## src/rtl/scroll_window_gen_if.sv

```systemverilog
// Bus bundle for scroll_window_gen: scroll controls in, position/window/pulses out.
interface scroll_window_gen_if #(
  parameter int MSG_LEN  = 8,
  parameter int NUM_DISP = 6
);
  localparam int IW = (MSG_LEN <= 2) ? 1 : $clog2(MSG_LEN);

  logic                     En;
  logic                     Dir;
  logic                     Bounce;
  logic                     Load;
  logic [IW-1:0]            LoadPos;
  logic [IW-1:0]            Pos;
  logic [NUM_DISP*IW-1:0]   Win;
  logic                     Step;
  logic                     Wrap;

  modport master (
    output En, Dir, Bounce, Load, LoadPos,
    input  Pos, Win, Step, Wrap
  );

  modport slave (
    input  En, Dir, Bounce, Load, LoadPos,
    output Pos, Win, Step, Wrap
  );
endinterface

```

## src/rtl/scroll_window_gen.sv

```systemverilog
// Scroll-position generator for multi-digit seven-segment message displays.
// A prescaler turns DIV enabled clocks into one scroll step; the position moves
// in wrap or ping-pong fashion and Win lists the character index per digit.
module scroll_window_gen #(
  parameter int MSG_LEN  = 8,
  parameter int NUM_DISP = 6,
  parameter int DIV      = 25_000_000
) (
  input  logic               Clock,
  input  logic               Clr,
  scroll_window_gen_if.slave bus
);
  localparam int IW = (MSG_LEN <= 2) ? 1 : $clog2(MSG_LEN);
  localparam int PW = (DIV <= 2) ? 1 : $clog2(DIV);

  localparam logic [IW-1:0] POS_LAST = IW'(MSG_LEN - 1);
  // Turn-around target when bouncing off the top end (unused when MSG_LEN == 1).
  localparam logic [IW-1:0] POS_TURN = IW'((MSG_LEN >= 2) ? (MSG_LEN - 2) : 0);
  localparam logic [IW:0]   LEN_EXT  = (IW+1)'(MSG_LEN);
  localparam logic [PW-1:0] PRES_MAX = PW'(DIV - 1);

  logic [PW-1:0] pres_q, pres_d;
  logic [IW-1:0] pos_q,  pos_d;
  logic          bdir_q, bdir_d;   // 0 = up, 1 = down (bounce mode)
  logic          step_q, step_d;
  logic          wrap_q, wrap_d;

  logic          pres_last_s;
  logic          step_ev_s;
  logic          pos_oor_s;
  logic          load_ok_s;

  // Next-state logic: prescaler, load, and wrap/bounce position update.
  always_comb begin
    pres_d = pres_q;
    pos_d  = pos_q;
    bdir_d = bdir_q;
    step_d = 1'b0;
    wrap_d = 1'b0;

    pres_last_s = (pres_q == PRES_MAX);
    step_ev_s   = bus.En && pres_last_s;
    pos_oor_s   = ({1'b0, pos_q} >= LEN_EXT);
    load_ok_s   = ({1'b0, bus.LoadPos} < LEN_EXT);

    if (bus.En) begin
      if (pres_last_s) begin
        pres_d = '0;
      end else begin
        pres_d = pres_q + PW'(1);
      end
    end

    if (bus.Load) begin
      // Load wins over a coincident step: no Step/Wrap pulse, count restarts.
      pos_d  = load_ok_s ? bus.LoadPos : '0;
      pres_d = '0;
      bdir_d = bus.Dir;
    end else begin
      if (!bus.Bounce) begin
        bdir_d = bus.Dir;
      end
      if (step_ev_s) begin
        step_d = 1'b1;
        if (pos_oor_s) begin
          pos_d = '0;
        end else if (MSG_LEN == 1) begin
          pos_d  = '0;
          wrap_d = 1'b1;
        end else if (!bus.Bounce) begin
          if (!bus.Dir) begin
            if (pos_q == POS_LAST) begin
              pos_d  = '0;
              wrap_d = 1'b1;
            end else begin
              pos_d = pos_q + IW'(1);
            end
          end else begin
            if (pos_q == '0) begin
              pos_d  = POS_LAST;
              wrap_d = 1'b1;
            end else begin
              pos_d = pos_q - IW'(1);
            end
          end
        end else begin
          if (!bdir_q) begin
            if (pos_q == POS_LAST) begin
              pos_d  = POS_TURN;
              bdir_d = 1'b1;
              wrap_d = 1'b1;
            end else begin
              pos_d = pos_q + IW'(1);
            end
          end else begin
            if (pos_q == '0) begin
              pos_d  = IW'(1);
              bdir_d = 1'b0;
              wrap_d = 1'b1;
            end else begin
              pos_d = pos_q - IW'(1);
            end
          end
        end
      end
    end
  end

  // State registers with asynchronous clear.
  always_ff @(posedge Clock or posedge Clr) begin
    if (Clr) begin
      pres_q <= '0;
      pos_q  <= '0;
      bdir_q <= 1'b0;
      step_q <= 1'b0;
      wrap_q <= 1'b0;
    end else begin
      pres_q <= pres_d;
      pos_q  <= pos_d;
      bdir_q <= bdir_d;
      step_q <= step_d;
      wrap_q <= wrap_d;
    end
  end

  // Window slots: (Pos + k) mod MSG_LEN via one add and a conditional subtract;
  // the per-slot offset k mod MSG_LEN is an elaboration-time constant.
  logic [NUM_DISP*IW-1:0] win_s;
  for (genvar k = 0; k < NUM_DISP; k++) begin : g_slot
    localparam int KM = k % MSG_LEN;
    logic [IW:0] sum_s;
    logic [IW:0] red_s;
    assign sum_s = {1'b0, pos_q} + (IW+1)'(KM);
    assign red_s = (sum_s >= LEN_EXT) ? (sum_s - LEN_EXT) : sum_s;
    assign win_s[k*IW +: IW] = red_s[IW-1:0];
  end

  assign bus.Pos  = pos_q;
  assign bus.Win  = win_s;
  assign bus.Step = step_q;
  assign bus.Wrap = wrap_q;
endmodule

```

## src/flat_wrapper.sv

```systemverilog
// flat-port wrapper written by rule: the top's interface ports become plain ports
module scroll_window_gen_flat 
#(
  parameter int MSG_LEN  = 8,
  parameter int NUM_DISP = 6,
  parameter int DIV      = 25_000_000
)
  (Clock, Clr, bus_En, bus_Dir, bus_Bounce, bus_Load, bus_LoadPos, bus_Pos, bus_Win, bus_Step, bus_Wrap);
  scroll_window_gen_if #(.MSG_LEN(MSG_LEN), .NUM_DISP(NUM_DISP)) bus_i ();
  input  logic Clock;
  input  logic Clr;
  input wire logic [$bits(bus_i.En)-1:0] bus_En;
  input wire logic [$bits(bus_i.Dir)-1:0] bus_Dir;
  input wire logic [$bits(bus_i.Bounce)-1:0] bus_Bounce;
  input wire logic [$bits(bus_i.Load)-1:0] bus_Load;
  input wire logic [$bits(bus_i.LoadPos)-1:0] bus_LoadPos;
  output wire logic [$bits(bus_i.Pos)-1:0] bus_Pos;
  output wire logic [$bits(bus_i.Win)-1:0] bus_Win;
  output wire logic [$bits(bus_i.Step)-1:0] bus_Step;
  output wire logic [$bits(bus_i.Wrap)-1:0] bus_Wrap;
  assign bus_i.En = bus_En;
  assign bus_i.Dir = bus_Dir;
  assign bus_i.Bounce = bus_Bounce;
  assign bus_i.Load = bus_Load;
  assign bus_i.LoadPos = bus_LoadPos;
  assign bus_Pos = bus_i.Pos;
  assign bus_Win = bus_i.Win;
  assign bus_Step = bus_i.Step;
  assign bus_Wrap = bus_i.Wrap;
  scroll_window_gen #(.MSG_LEN(MSG_LEN), .NUM_DISP(NUM_DISP), .DIV(DIV)) u_core (.Clock(Clock), .Clr(Clr), .bus(bus_i));
endmodule
```

## config.mk

```make
export PLATFORM = sky130hd
export DESIGN_NAME = scroll_window_gen_flat
export DESIGN_NICKNAME = d
export VERILOG_FILES = /design/src/rtl/scroll_window_gen_if.sv /design/src/rtl/scroll_window_gen.sv /design/src/flat_wrapper.sv
export SDC_FILE = /design/constraint.sdc
export NUM_CORES = 1
export LEC_CHECK = 0
export CORE_UTILIZATION = 55
export CTS_BUF_LIST = sky130_fd_sc_hd__clkbuf_16
export DETAILED_ROUTE_END_ITERATION = 7
export GPL_ROUTABILITY_DRIVEN = 0
export PLACE_DENSITY = 0.92
export SETUP_SLACK_MARGIN = 0.02
export SLEW_MARGIN = 0
export SYNTH_ARGS = -nofsm -noshare
export SYNTH_HDL_FRONTEND = slang
export SYNTH_SLANG_ARGS = --single-unit
```

## constraint.sdc

```tcl
create_clock -name Clock -period 3.85 [get_ports Clock]
set_input_delay 0.77 -clock Clock [delete_from_list [all_inputs] [get_ports Clock]]
set_output_delay 0.77 -clock Clock [all_outputs]
set_load 0.05 [all_outputs]
```

* Yosys cells after proc, flatten, opt, wreduce, memory -nomap -nowiden
Cells that the tools add are included.
** Cells by class
- Muxes and demuxes :: 34
- Add/subtract/negate cells :: 14
- Reductions and logical operators :: 4
- Magnitude comparators :: 6
- Equal/unequal tests :: 2
** Operators by type and width (number)
- $mux 25 :: 3
- $mux 3 :: 15
- $add 25x1->25 const B :: 1
- $eq 25x25->1 const B :: 1
- $sub 3x1->3 const B :: 7
- $ge 4x4->1 const B :: 5
- $mux 1 :: 16
- $add 3x2->4 const B :: 2
- $add 3x3->4 const B :: 2
- $add 3x1->4 const B :: 1
- $ge 3x4->1 const B :: 1
- $reduce_bool 2->1 :: 2
- $add 3x1->3 const B :: 1
- $eq 3x3->1 const B :: 1
- $logic_not 3->1 :: 1
- $logic_and 1x1->1 :: 1
** Storage, ports and cells
- Bits of input ports :: 9
- Flip-flop bits (word level) :: 31
- Output and inout port bits :: 23
- Logic and storage cells :: 65

* Depth between registers and ports, before layout
- Depth after elaboration :: 6
- Depth in mapped cells :: 9
- Gate-level depth less buffers :: 8

* Least setup slack after synthesis
OpenSTA, ideal clock, no wires.
- Path type :: register to output
- From :: register u_core.pos_q[0] (netlist: u_core.bus.Pos[0])
- To :: output bus_Win[11]
- Slack :: 738 ps
- Data required time :: 3080 ps
- Cell stages (with the launch flop) :: 4
- Path buffers :: 0
- Arrival time :: 2342 ps
- Cells stage by stage :: dfrtp_1 -> inv_1 -> ha_1 -> xnor2_1
** On the way
- Word-level cells in the longest chain between the ends :: 3
- Elaborated cells between the ends (all ways) :: 4
- Those cells by class :: 2 x add/sub; 1 x order compare; 1 x mux
** Ends and longest elaborated chain
- start, declared :: RTL line scroll_window_gen.sv:23 : logic [IW-1:0] pos_q, pos_d;
- start signal, assigned :: RTL line scroll_window_gen.sv:119 : pos_q <= pos_d;
- $add 3x2->4 * :: RTL line scroll_window_gen.sv:133 : assign sum_s = {1'b0, pos_q} + (IW+1)'(KM);
- $ge 4x4->1 / $sub 3x1->3 (equally long branches) :: RTL line scroll_window_gen.sv:134 : assign red_s = (sum_s >= LEN_EXT) ? (sum_s - LEN_EXT) : sum_s;
- $mux 3 * :: RTL line scroll_window_gen.sv:134
- end, declared :: RTL line flat_wrapper.sv:18 : output wire logic [$bits(bus_i.Win)-1:0] bus_Win;
Every way passes the cells marked *; elsewhere a longest branch is shown, timed or not.

* Final worst setup path
- From :: register u_core.pos_q[0] (netlist: u_core.bus.Pos[0])
- To :: output bus_Win[10]
Same word-level chain as after synthesis.

==> results.sh <==
export IMPL_grt_setup_unrepaired="no"
export IMPL_vias=1655
export IMPL_post_cts_buffers=0
export IMPL_io_buffers=31
export IMPL_die_area_mm2=0.00385
export IMPL_core_area_mm2=0.00339
export IMPL_first_iter_violations=112
export IMPL_yosysWarnings=0
export IMPL_worst_path_max_delay_cell="clkdlybuf4s50_1"
export IMPL_firstDrtPassIters=4
export IMPL_syn_inst=219
export IMPL_grt_pass1_vias=1439
export IMPL_synth_enable_flop_cells=0
export IMPL_ys_ff_latch=31
export IMPL_root_buffer="clkbuf_16"
export IMPL_reg2reg_to="u_core.pres_q[5]"
export IMPL_via_per_inst=5.75
export IMPL_row_count=21
export IMPL_die_w_um=62.0
export IMPL_worst_slew_pin_slew_ns=0.858
export IMPL_critPathRequiredTime_ns=3.08
export IMPL_layout_nets=257
export IMPL_synth_cell_types=46
export IMPL_synth_area_leaders="dfrtp_1 (39%), xor2_1 (5.7%), nor2_1 (5.7%)"
export IMPL_clock_latency_ns=0.28
export IMPL_synthTopCellsByCount="dfrtp_1 (31), nor2_1 (30), nand2_1 (19)"
export IMPL_antenna_left=0
export IMPL_layout_setup_ws_ns=0.935
export IMPL_drcViolationCount=0
export IMPL_grt_first_pass_wirelength_um=6640
export IMPL_overflow=0
export IMPL_worstSetupEndpoint="bus_Win[10]"
export IMPL_dpl_instance_area_mm2=0.00225
export IMPL_die_y_um=62.0
export IMPL_crit_top_cell="inv_1"
export IMPL_cp_arrival_ns=2.15
export IMPL_drv_slew=0
export IMPL_synth_most_common_cell="dfrtp_1"
export IMPL_finalWirelength_um=4030
export IMPL_nFillCells=258
export IMPL_cts_max_level=2
export IMPL_yosysSeqAreaShare_pct=39.2
export IMPL_area_growth_syn_to_layout_pct=20.5
export IMPL_wire_per_inst_um=14.0
export IMPL_synth_top_area_share_pct=39.2
export IMPL_peakVddDrop_mv=0.268
export IMPL_cts_reportedPaths_clkPinSlew_ns=0.05
export IMPL_power_density_mw_per_mm2=390
export IMPL_r2r_setup_slack_ns=1.53
export IMPL_yosysTopAreaCell="dfrtp_1"
export IMPL_io_pins=32
export IMPL_ctsResizeCount=0
export IMPL_startpoint="u_core.bus.Pos[0]"
export IMPL_cp_num_buf_inv=3
export IMPL_antenna_found_initial=0
export IMPL_drv_cap=0
export IMPL_ff2ff_path_depth=5
export IMPL_post_dp_hpwl_um=2880
export IMPL_slew_headroom_pct=42.3
export IMPL_setup_violations=0
export IMPL_critPathMaxFanout=7
export IMPL_criticalPathCategory="reg2out"
export IMPL_stdcell_area_mm2=0.00239
export IMPL_critPathLaunchType="flop"
export IMPL_async_reset_ff_share_pct=100
export IMPL_clockBufferDepth=2
export IMPL_drive_gt1_share_pct=7.02
export IMPL_cts_tree="built"
export IMPL_cts_buffers=5
export IMPL_period_share_pct=75.7
export IMPL_cp_depth=4
export IMPL_skew_ns=0.00603
export IMPL_hp_start="u_core.pres_q[21]"
export IMPL_outcome="finished, final reports clean"
export IMPL_path_cells="inv_1 -> ha_1 -> inv_1 -> clkdlybuf4s50_1"
export IMPL_whs_path_depth=2
export IMPL_synth_ff_type="dfrtp_1"
export IMPL_cts_sinks=31
export IMPL_initial_core_util_pct=58.4
export IMPL_max_freq_mhz=343
export IMPL_power_leakage_nw=1.03
export IMPL_hold_path_class="reg2reg"
export IMPL_grt_max_degree=32
export IMPL_grt_total_usage_pct=25.0
export IMPL_cp_end_kind="primary output"
export IMPL_hold_violations=0
export IMPL_place_ws_ns=0.886
export IMPL_critical_path_top_delay_family="buffers and inverters"
export IMPL_r2r_start="u_core.pres_q[10]"
export IMPL_synth_nets=235
export IMPL_min_period_ns=2.92
export IMPL_setup_tns_ns=0
export IMPL_hold_buffers=0
export IMPL_cpPeakStageDelay_ns=0.80
export IMPL_syn_cell_area_mm2=0.00198
export IMPL_n_antenna_cell=0
export IMPL_postSynthAreaPerCell_um2=9.04
cell families (layout without fill, tap and decap cells):
kind of cell | count (synthesis) | count (layout) | synth area share, %
buffers and inverters | 30 | 53 | 8.09
multiplexers | 8 | 8 | 4.23
XOR/XNOR | 20 | 20 | 8.84
AO/OA/AOI/OAI | 26 | 26 | 8.97
flip-flops | 31 | 31 | 39.2
adder cells (fa/ha/maj) | 7 | 7 | 4.42
AND/OR/NAND/NOR | 97 | 97 | 26.3
per-stage QoR:
stage | hold WS, ns | cells | util (%) | total power [W]
final | 0.549 | 288 | 70.4 | 0.000931
after global routing | 0.589 | 288 | 70.4 | 0.000971
after global placement | 0.529 | 280 | 66.3 | 0.000574
after floorplan | 0.502 | 219 | - | 0.000521
after CTS | 0.553 | 288 | 70.4 | 0.000938
after detailed placement | 0.537 | 280 | 66.3 | 0.000578
layer usage:
| metal | vias to the layer above | track usage, % | wire (um) |
|---|---|---|---|
| li1 | 797 | - | - |
| met1 | 794 | 31.9 | 1740 |
| met2 | 51 | 38.4 | 1970 |
| met3 | 13 | 6.63 | 195 |
| met4 | 0 | 14.6 | 128 |
| met5 | - | 0 | 0 |
cells in the final DEF, fill, tap and decap left out, drive strengths merged, types with 2 or more instances in the layout:
cell / Yosys / final
a21oi: 5 / 5
a31oi: 2 / 2
and2: 2 / 2
and3: 3 / 3
and4: 2 / 2
buf: 13 / 2
clkbuf: 5 / 5
clkdlybuf4s50: 0 / 31
dfrtp: 31 / 31
ha: 7 / 7
inv: 12 / 14
mux2: 3 / 3
mux2i: 5 / 5
nand2: 19 / 19
nand2b: 2 / 2
nand3: 6 / 6
nand4: 8 / 8
nor2: 30 / 30
nor2b: 4 / 4
nor3: 5 / 5
nor4: 5 / 5
nor4b: 2 / 2
o211a: 2 / 2
o21ai: 5 / 5
o22ai: 2 / 2
o311ai: 2 / 2
o31ai: 2 / 2
or2: 2 / 2
or3: 4 / 4
xnor2: 7 / 7
xor2: 13 / 13
worst min path at each step:
stage                                    to  slack, ns
after floorplan           u_core.pres_q[21]       0.50
after global placement    u_core.pres_q[20]       0.53
after detailed placement  u_core.pres_q[21]       0.54
after CTS                 u_core.pres_q[21]       0.55
after global routing       u_core.pres_q[1]       0.59
final                     u_core.pres_q[21]       0.55
worst register-to-register path: stages (launching register included):
cell and delay, ns:
dfrtp_1 0.45, nor4b_2 0.31, nand4_1 0.30, nor4_4 0.50, or2_1 0.50, nor2_1 0.12
state kept, by name (all words and copies together), names as in the netlist:
signal / flops
u_core.bus.Wrap: 1
u_core.bus.Pos: 3
u_core.bus.Step: 1
u_core.bdir_q: 1
u_core.pres_q: 25
power by group:
part,internal [W],total (W),switching (W)
logic,0.0000778,0.000228,0.000151
registers,0.000333,0.000344,0.0000112
clock network,0.000232,0.000358,0.000126
layout make-up:
| class | count | area (um^2) | share of cell area, % |
|---|---|---|---|
| clock buffers | 5 | 125 | 5.24 |
| repair buffers | 33 | 325 | 13.6 |
| multi-input cells | 158 | 1040 | 43.8 |
| flip-flops and latches | 31 | 776 | 32.5 |
| inverters | 12 | 45.0 | 1.89 |
| well taps | 46 | 57.6 | 2.41 |
| clock inverters | 3 | 12.5 | 0.524 |
No activity file was read; power rests on OpenSTA's default activity.
